`config.mk`:
```
export PLATFORM = sky130hd
export DESIGN_NAME = control_unit
export DESIGN_NICKNAME = d
export VERILOG_FILES = /design/src/rtl/cpu_pkg.sv /design/src/rtl/instr_decoder.sv /design/src/rtl/control_unit.sv
export SDC_FILE = /design/constraint.sdc
export NUM_CORES = 1
export LEC_CHECK = 0
export ABC_AREA = 1
export CORE_UTILIZATION = 46
export DETAILED_ROUTE_END_ITERATION = 7
export HOLD_SLACK_MARGIN = 0.06
export PLACE_DENSITY = 0.78
export SETUP_SLACK_MARGIN = 0.3
export SYNTH_ARGS = -nofsm -noshare
export SYNTH_HDL_FRONTEND = slang
export SYNTH_SLANG_ARGS = --single-unit
```
`constraint.sdc`:
```
create_clock -name clk -period 1.5 [get_ports clk]
set_input_delay 0.3 -clock clk [delete_from_list [all_inputs] [get_ports clk]]
set_output_delay 0.3 -clock clk [all_outputs]
set_load 0.05 [all_outputs]
```
`src/rtl/cpu_pkg.sv`:
```
// Shared definitions for the CPU control path: FSM state encoding and ALU opcodes.
// Imported by control_unit and instr_decoder.
package cpu_pkg;

    localparam int PC_W      = 5;
    localparam int WORD_W    = 8;
    localparam int RETIRED_W = 16;
    localparam int WAIT_W    = 4;

    typedef enum logic [2:0] {
        IDLE,
        FETCH,
        DECODE,
        EXECUTE,
        WAIT,
        WRITEBACK
    } state_t;

    typedef enum logic [2:0] {
        ADD   = 3'b000,
        SUB   = 3'b001,
        CMP   = 3'b010,
        MULT  = 3'b011,
        LOAD  = 3'b100,
        STORE = 3'b101,
        COMPL = 3'b110,
        SQRT  = 3'b111
    } opcode_t;

endpackage

```
`src/rtl/instr_decoder.sv`:
```
// Combinational opcode decode: whether the ALU needs a WAIT phase and which
// destination (accumulator or data memory) receives the result.
module instr_decoder
    import cpu_pkg::*;
(
    input  logic [2:0] opcode,
    output logic       multi,
    output logic       ac_write,
    output logic       mem_write
);

    // Every opcode writes exactly one destination, so the two write flags never overlap.
    always_comb begin
        multi     = 1'b0;
        ac_write  = 1'b0;
        mem_write = 1'b0;
        case (opcode_t'(opcode))
            ADD, SUB, CMP, LOAD: ac_write = 1'b1;
            MULT: begin
                multi    = 1'b1;
                ac_write = 1'b1;
            end
            STORE, COMPL: mem_write = 1'b1;
            SQRT: begin
                multi     = 1'b1;
                mem_write = 1'b1;
            end
            default: begin
                multi     = 1'b0;
                ac_write  = 1'b0;
                mem_write = 1'b0;
            end
        endcase
    end

endmodule

```
`src/rtl/control_unit.sv`:
```
// Instruction sequencer: fetches from the program ROM, launches the ALU, waits
// for multi-cycle results with a timeout, and issues one write enable per instruction.
module control_unit
    import cpu_pkg::*;
#(
    parameter int ALU_TIMEOUT = 15
) (
    input  logic        clk,
    input  logic        rst,
    input  logic        run,
    input  logic [7:0]  instruction,
    output logic [4:0]  rom_address,
    output logic [4:0]  mem_addr,
    output logic [2:0]  alu_op,
    output logic        alu_start,
    input  logic        alu_done,
    output logic        ac_we,
    output logic        mem_we,
    output logic        busy,
    output logic        fault,
    output logic [15:0] retired
);

    // Last WAIT cycle count value before the timeout fires (counter starts at 0).
    localparam logic [WAIT_W-1:0] WAIT_LAST = WAIT_W'(ALU_TIMEOUT - 1);

    state_t              state;
    logic [PC_W-1:0]     pc;
    logic [WORD_W-1:0]   ir;
    logic [WAIT_W-1:0]   wait_count;
    logic                dec_multi;
    logic                dec_ac_write;
    logic                dec_mem_write;

    instr_decoder u_decoder (
        .opcode    (ir[7:5]),
        .multi     (dec_multi),
        .ac_write  (dec_ac_write),
        .mem_write (dec_mem_write)
    );

    // IR only changes at the end of FETCH, so these stay stable DECODE..WRITEBACK.
    assign rom_address = pc;
    assign mem_addr    = ir[4:0];
    assign alu_op      = ir[7:5];

    // Outputs are registered: each strobe is set on the transition into the
    // state where it must be visible, and cleared by default every other cycle.
    always_ff @(posedge clk) begin
        if (rst) begin
            state      <= IDLE;
            pc         <= '0;
            ir         <= '0;
            wait_count <= '0;
            fault      <= 1'b0;
            retired    <= '0;
            alu_start  <= 1'b0;
            ac_we      <= 1'b0;
            mem_we     <= 1'b0;
            busy       <= 1'b0;
        end else begin
            alu_start <= 1'b0;
            ac_we     <= 1'b0;
            mem_we    <= 1'b0;
            case (state)
                IDLE: begin
                    if (run && !fault) begin
                        state <= FETCH;
                        busy  <= 1'b1;
                    end
                end
                FETCH: begin
                    ir    <= instruction;
                    state <= DECODE;
                end
                DECODE: begin
                    state     <= EXECUTE;
                    alu_start <= 1'b1;
                end
                EXECUTE: begin
                    if (dec_multi) begin
                        state      <= WAIT;
                        wait_count <= '0;
                    end else begin
                        state  <= WRITEBACK;
                        ac_we  <= dec_ac_write;
                        mem_we <= dec_mem_write;
                    end
                end
                WAIT: begin
                    // A completion in the final allowed cycle still wins over the timeout.
                    if (alu_done) begin
                        state  <= WRITEBACK;
                        ac_we  <= dec_ac_write;
                        mem_we <= dec_mem_write;
                    end else if (wait_count == WAIT_LAST) begin
                        state <= IDLE;
                        fault <= 1'b1;
                        busy  <= 1'b0;
                    end else begin
                        wait_count <= wait_count + 1'b1;
                    end
                end
                WRITEBACK: begin
                    pc      <= pc + 1'b1;
                    retired <= retired + 1'b1;
                    if (run) begin
                        state <= FETCH;
                    end else begin
                        state <= IDLE;
                        busy  <= 1'b0;
                    end
                end
                default: begin
                    state <= IDLE;
                    busy  <= 1'b0;
                end
            endcase
        end
    end

endmodule

```
### Yosys cells after proc, flatten, opt, wreduce, memory -nomap -nowiden

Cells that the tools add are included.

* bits in registers: 41
* bits of input ports: 12
* output and inout bits: 34
* word-level logic and storage cells: 73

* add/subtract/negate cells: 3
* equality and inequality tests: 20
* muxes and demuxes: 25
* bitwise logic cells: 2
* reductions and logical operators: 13

Operator list (number)
* equality test 3 bit, second input constant: 6
* case mux 3 bit (6 select lines): 1
* adder 16 x 1 -> 16 bit, second input constant: 1
* two-way mux 1 bit: 14
* equality test 3 x 2 -> 1 bit, second input constant: 4
* two-way mux 4 bit: 3
* inequality test 2 bit, second input constant: 6
* two-way mux 3 bit: 3
* case mux 4 bit (2 select lines): 1
* equality test 3 x 1 -> 1 bit, second input constant: 2
* zero test 3 bit: 2
* OR reduction 3 bit: 2
* adder 5 x 1 -> 5 bit, second input constant: 1
* AND reduction 5 bit: 1
* OR reduction 5 bit: 1
* adder 4 x 1 -> 4 bit, second input constant: 1
* equality test 4 bit, second input constant: 1
* case mux 1 bit (2 select lines): 2
* case mux 1 bit (4 select lines): 1
* AND reduction 4 bit: 1
* inequality test 3 bit, second input constant: 1
* AND reduction 3 bit: 1
* NOT 1 bit: 2
* AND reduction 2 bit: 1
* other kinds (4): 4

### Logic depth before layout (Yosys ltp)

* depth in word-level cells: 5
* gate-level depth with buffers: 10
* gate-level depth less buffers: 10

### Hierarchy

Synthesis repeated with hierarchy kept, for this count alone.

* cell total of the unflattened synthesis: 271
* area, all modules: 1956.9 um^2

By module, submodules not included
* control_unit: times used 1, cells each 265, area an instance 1933.1 um^2, sequential area each 820.8 um^2
* instr_decoder: times used 1, cells each 6, area an instance 23.8 um^2, sequential area each 0.0 um^2

### Worst setup path after synthesis

OpenSTA, ideal clock, no wires.

* path type: reg-to-reg
* start: register retired[0]
* end: register retired[13]
* setup time: 117 ps
* arrival: 1525 ps
* required time: 1383 ps
* setup slack: -142 ps
* cell stages (with the launch flop): 8
* buffers on the path: 0
* clock period less this slack: 1642 ps
* cell sequence: dfxtp_1 > nand3_1 > nor2_8 > nand3_4 > nor2_4 > nand3_1 > nand2_1 > nor2_1

* word-level cells in the longest chain between the ends: 1

RTL lines
* start, declared: RTL line control_unit.sv:21 `output logic [15:0] retired`
* start signal, assigned: RTL line control_unit.sv:106 `retired <= retired + 1'b1;`
* adder 16 x 1 -> 16 bit: RTL line control_unit.sv:106

No other way between the ends.
A chain may end at the register's enable or synchronous reset.

### Worst setup path in the final report

* start: register state[1]
* end: register pc[4], in the netlist rom_address[4]

* word-level cells in the longest chain between the ends: 1

RTL lines
* start, declared: RTL line control_unit.sv:27 `state_t state;`
* start signal, assigned: RTL line control_unit.sv:51 `state <= IDLE;`
* start signal, assigned: RTL line control_unit.sv:68 `state <= FETCH;`
* start signal, assigned: RTL line control_unit.sv:74 `state <= DECODE;`
* equality test 3 bit: RTL line control_unit.sv:65 `case (state)`
* end signal, assigned: RTL line control_unit.sv:105 `pc <= pc + 1'b1;`
* end, declared: RTL line control_unit.sv:28 `logic [PC_W-1:0] pc;`

No other way between the ends.

==> impl_results.html <==
<table>
<tr><th>Metric</th><th>Value</th></tr>
<tr><th colspan="2">Run status</th></tr>
<tr><td>Result of the run</td><td>finished, violations left</td></tr>
<tr><td>Violations in the final reports</td><td>negative setup slack</td></tr>
<tr><th colspan="2">Timing</th></tr>
<tr><td>Period minus WS final</td><td>1.518 ns</td></tr>
<tr><td>Hold Fails Final Rpt</td><td>0</td></tr>
<tr><td>Normalized max-slew margin</td><td>72.87%</td></tr>
<tr><td>Final setup vio count</td><td>1</td></tr>
<tr><td>Peak Freq</td><td>0.6587 GHz</td></tr>
<tr><td>Sum Neg Setup Slack</td><td>-0.01814 ns</td></tr>
<tr><td>Fraction of the cycle the final worst path needs</td><td>101.2%</td></tr>
<tr><td>Final worst setup slack</td><td>-0.01814 ns</td></tr>
<tr><td>Worst-Margin Slew</td><td>0.4026 ns</td></tr>
<tr><td>Unrepaired setup endpoints after global routing</td><td>yes</td></tr>
<tr><td>Final setup skew</td><td>0.007891 ns</td></tr>
<tr><td>Max-slew violation count</td><td>0</td></tr>
<tr><th colspan="2">Logic synthesis</th></tr>
<tr><td>Primary flip-flop cell chosen by synthesis mapping</td><td>dfxtp_1</td></tr>
<tr><td>Most frequent cell after synthesis</td><td>nand2_1</td></tr>
<tr><td>Yosys warnings</td><td>0</td></tr>
<tr><td>Async set or reset register ratio after synthesis</td><td>0%</td></tr>
<tr><td>Sequential-to-total area share from yosys stat</td><td>42.21%</td></tr>
<tr><td>Top-area cell type share of the netlist area</td><td>42.21%</td></tr>
<tr><td>Number of enable flip-flop cells after synthesis</td><td>0</td></tr>
<tr><td>Cell Area, Synth</td><td>1944 sq um</td></tr>
<tr><td>Net count after synthesis</td><td>278</td></tr>
<tr><td>Number of synthesized register bits</td><td>41</td></tr>
<tr><td>Distinct cell type count of the synthesized netlist</td><td>25</td></tr>
<tr><td>List of most frequent post-synthesis cells</td><td>nand2_1 (45), dfxtp_1 (41), inv_1 (36)</td></tr>
<tr><td>Mapped Cells</td><td>262</td></tr>
<tr><td>Top cell type by total area after synthesis</td><td>dfxtp_1</td></tr>
<tr><td>Cell types with the largest area share after synthesis</td><td>dfxtp_1 (42%), nand2_1 (8.7%), a21oi_1 (7.7%)</td></tr>
<tr><td>Syn avg cell area</td><td>7.421 sq um</td></tr>
<tr><th colspan="2">Place</th></tr>
<tr><td>Global placement routability congestion</td><td>0.8772</td></tr>
<tr><td>Count of buffers from port buffering</td><td>45</td></tr>
<tr><td>Placement-stage cell area</td><td>2853 sq um</td></tr>
<tr><td>Sum of net half-perimeters after detailed placement</td><td>3.237 mm</td></tr>
<tr><td>Cell Count Post-Placement</td><td>357</td></tr>
<tr><th colspan="2">GRT</th></tr>
<tr><td>Overflow left after global routing</td><td>0</td></tr>
<tr><td>Pin count of the biggest net entering global routing</td><td>16</td></tr>
<tr><td>Antenna violations before repair</td><td>0</td></tr>
<tr><td>Aggregate global-route resource usage</td><td>24.23%</td></tr>
<tr><td>Number of global-route vias before repair</td><td>1862</td></tr>
<tr><td>Wire length of the first global-routing pass</td><td>8.052 mm</td></tr>
<tr><th colspan="2">Critical path</th></tr>
<tr><td>Critical path type</td><td>reg -&gt; reg</td></tr>
<tr><td>Highest fanout seen on the critical path</td><td>7</td></tr>
<tr><td>Kind of start point of the critical path</td><td>flip-flop</td></tr>
<tr><td>Worst path cell trace</td><td>inv_4 -&gt; nand3_4 -&gt; inv_2 -&gt; nand3_2 -&gt; nor2_1 -&gt; o21ai_0 -&gt; a21oi_1</td></tr>
<tr><td>Peak per-stage delay on the critical path</td><td>0.36 ns</td></tr>
<tr><td>CP Data Required Time</td><td>1.71 ns</td></tr>
<tr><td>Slowest library cell on the worst path</td><td>dfxtp_4</td></tr>
<tr><td>Endpoint arrival time on the critical path</td><td>1.73 ns</td></tr>
<tr><td>Count of buffer and inverter cells on the critical path</td><td>2</td></tr>
<tr><td>Top delay family on crit path</td><td>simple AND/OR/NAND/NOR gates</td></tr>
<tr><td>Sort of element at the end of the critical path</td><td>flip-flop</td></tr>
<tr><th colspan="2">Drt</th></tr>
<tr><td>First-pass detailed-route iteration total</td><td>4</td></tr>
<tr><td>Routed WL</td><td>5.878 mm</td></tr>
<tr><td>Routed length per placed instance</td><td>15.19 microns</td></tr>
<tr><td>Detailed-route via count</td><td>2095</td></tr>
<tr><td>Violation count after the first detailed-routing iteration</td><td>127</td></tr>
<tr><td>Post-route antenna net violation count</td><td>0</td></tr>
<tr><td>Via density</td><td>5.413</td></tr>
<tr><td>Drc violations</td><td>0</td></tr>
<tr><th colspan="2">Layout</th></tr>
<tr><td>Diode insertion count for antenna repair</td><td>0</td></tr>
<tr><td>Share of final-layout standard cells stronger than drive strength 1</td><td>42.43%</td></tr>
<tr><td>Final cell count without fillers</td><td>387</td></tr>
<tr><td>Core occupancy in the finished layout</td><td>82.42%</td></tr>
<tr><td>Flip-flop and latch area</td><td>872.1 sq um</td></tr>
<tr><td>Post-layout instance area</td><td>3321 sq um</td></tr>
<tr><td>Multi-input gate area</td><td>1101 sq um</td></tr>
<tr><td>Number of fill cells in the layout</td><td>224</td></tr>
<tr><td>Area delta synth-&gt;final</td><td>70.78%</td></tr>
<tr><td>Layout net count</td><td>352</td></tr>
<tr><th colspan="2">Pwr</th></tr>
<tr><td>Power Internal</td><td>2.042 mW</td></tr>
<tr><td>Areal power density over the cells</td><td>882.4 nW/um^2</td></tr>
<tr><td>Total power</td><td>2.930 mW</td></tr>
<tr><td>Sequential group share of total power</td><td>42.1%</td></tr>
<tr><td>Sw Share</td><td>30.32%</td></tr>
<tr><td>Worst-case vdd ir drop</td><td>0.8626 mV</td></tr>
<tr><td>Combinational share of power</td><td>26.1%</td></tr>
<tr><td>Clock network fraction of total power</td><td>31.8%</td></tr>
<tr><td>Switching power of the nets</td><td>0.8886 mW</td></tr>
<tr><td>Static leakage</td><td>1.345 nW</td></tr>
<tr><th colspan="2">Clock tree</th></tr>
<tr><td>Clock net sink count</td><td>41</td></tr>
<tr><td>Clock transition at the register clock pins on the worst setup and hold paths after CTS</td><td>0.08 ns</td></tr>
<tr><td>Worst skew pair latency</td><td>0.30 ns</td></tr>
<tr><td>Number of buffers added by the clock tree synthesis step</td><td>5</td></tr>
<tr><td>CTS Buffer Depth</td><td>2</td></tr>
<tr><td>Clock tree from TritonCTS</td><td>yes</td></tr>
<tr><td>Clock Tree Root</td><td>clkbuf_8</td></tr>
<tr><td>CTS H-tree lvls</td><td>2</td></tr>
<tr><th colspan="2">Hold path</th></tr>
<tr><td>Min-Delay Path Class</td><td>reg -&gt; reg</td></tr>
<tr><th colspan="2">Run</th></tr>
<tr><td>Max-cap violations</td><td>0</td></tr>
<tr><th colspan="2">Floorplan</th></tr>
<tr><td>X dimension of the die</td><td>67.02 microns</td></tr>
<tr><td>Die Outline Area</td><td>4491 sq um</td></tr>
<tr><td>Number of top-level pins</td><td>46</td></tr>
<tr><td>Site row count</td><td>23</td></tr>
<tr><td>Area inside the core boundary</td><td>4029 sq um</td></tr>
<tr><td>Die H</td><td>67.02 microns</td></tr>
<tr><td>Initial cell density of the core</td><td>48.26%</td></tr>
</table>
sequential cells by signal, summed over array words and instances (netlist names):
signal,count
fault,1
wait_count,4
mem_we,1
retired,16
busy,1
state,3
rom_address,5
ir,8
alu_start,1
ac_we,1
tightest hold or removal path: cells and delay by family, from the launching register on:
| family | cells | cell delay [ns] |
|---|---|---|
| buffers and inverters | 1 | 0.05 |
| AO/OA/AOI/OAI | 1 | 0.05 |
| flip-flops | 1 | 0.34 |
power groups by stage:
stage                     Combinational (mW)  Sequential (mW)  Clock (mW)
after floorplan                        0.204             1.38           0
after global placement                 0.621             1.25           0
after detailed placement               0.631             1.26           0
after CTS                              0.672             1.23       0.940
after global routing                   0.801             1.24       0.986
final                                  0.765             1.23       0.931
final timing paths:
kind,from,endpoint,cells past startpoint,slack [ns]
worst max-delay path,state[1],rom_address[4],7,-0.02
worst min-delay path,ir[4],ir[4],2,0.48
worst max register to register,state[1],rom_address[4],7,-0.02
worst min register to register,ir[4],ir[4],2,0.48
cell families (layout without fill, tap and decap cells):
logic type	Yosys count	count (layout)	share of synthesized area [%]
flops	41	41	42.21
simple gates	116	116	29.99
fa+ha+maj	4	4	2.574
xor+xnor	5	5	2.252
buf+inv	44	119	9.138
compound gates	52	52	13.84
placed cells by master, fill, tap and decap left out, types with 3 or more instances in the layout:
cell and count:
dfxtp_2 20, buf_4 24, nor2_4 5, nand3_1 8, nor2_1 28, a21oi_2 4, buf_6 4, nand3_4 3
o21a_1 3, inv_4 4, nand3_2 7, o21ai_0 13, nor2_2 4, nand2_1 42, dfxtp_1 14, nand4_1 7
a21oi_1 26, clkbuf_8 6, nand2_2 4, buf_12 34, dfxtp_4 7, clkdlybuf4s50_1 11, o21ai_1 3, xor2_1 3
inv_1 32, nand2_4 5
final cells by class:
type / count / area share (%)
clock buffer: 7 / 2.600
sequential: 41 / 26.26
tap: 50 / 1.884
timing repair buffer: 73 / 30.60
clock inverter: 1 / 0.9043
inverter: 38 / 4.597
multi-input combinational: 177 / 33.16
what timing repair did:
action / in CTS / in global routing
hold buffers: 0 / 0
pin swaps: 11 / 17
buffers inserted: 16 / 6
gates resized for setup: 16 / 38
endpoints found under the setup margin: 20 / 35
stage by stage:
stage	hold WS (ns)	setup slack, ns
after global placement	0.4664	0.06629
final	0.4831	-0.01814
after CTS	0.4857	0.2284
after detailed placement	0.4743	0.04299
after global routing	0.5031	-0.06994
after floorplan	0.4582	0.2493
routing by layer:
layer / track usage [%] / wire length [microns]
met5: 0 / 0
met4: 13.30 / 240
met3: 5.993 / 308
met2: 43.25 / 3142
met1: 25.57 / 2187
(Power assumes the default switching activity.)
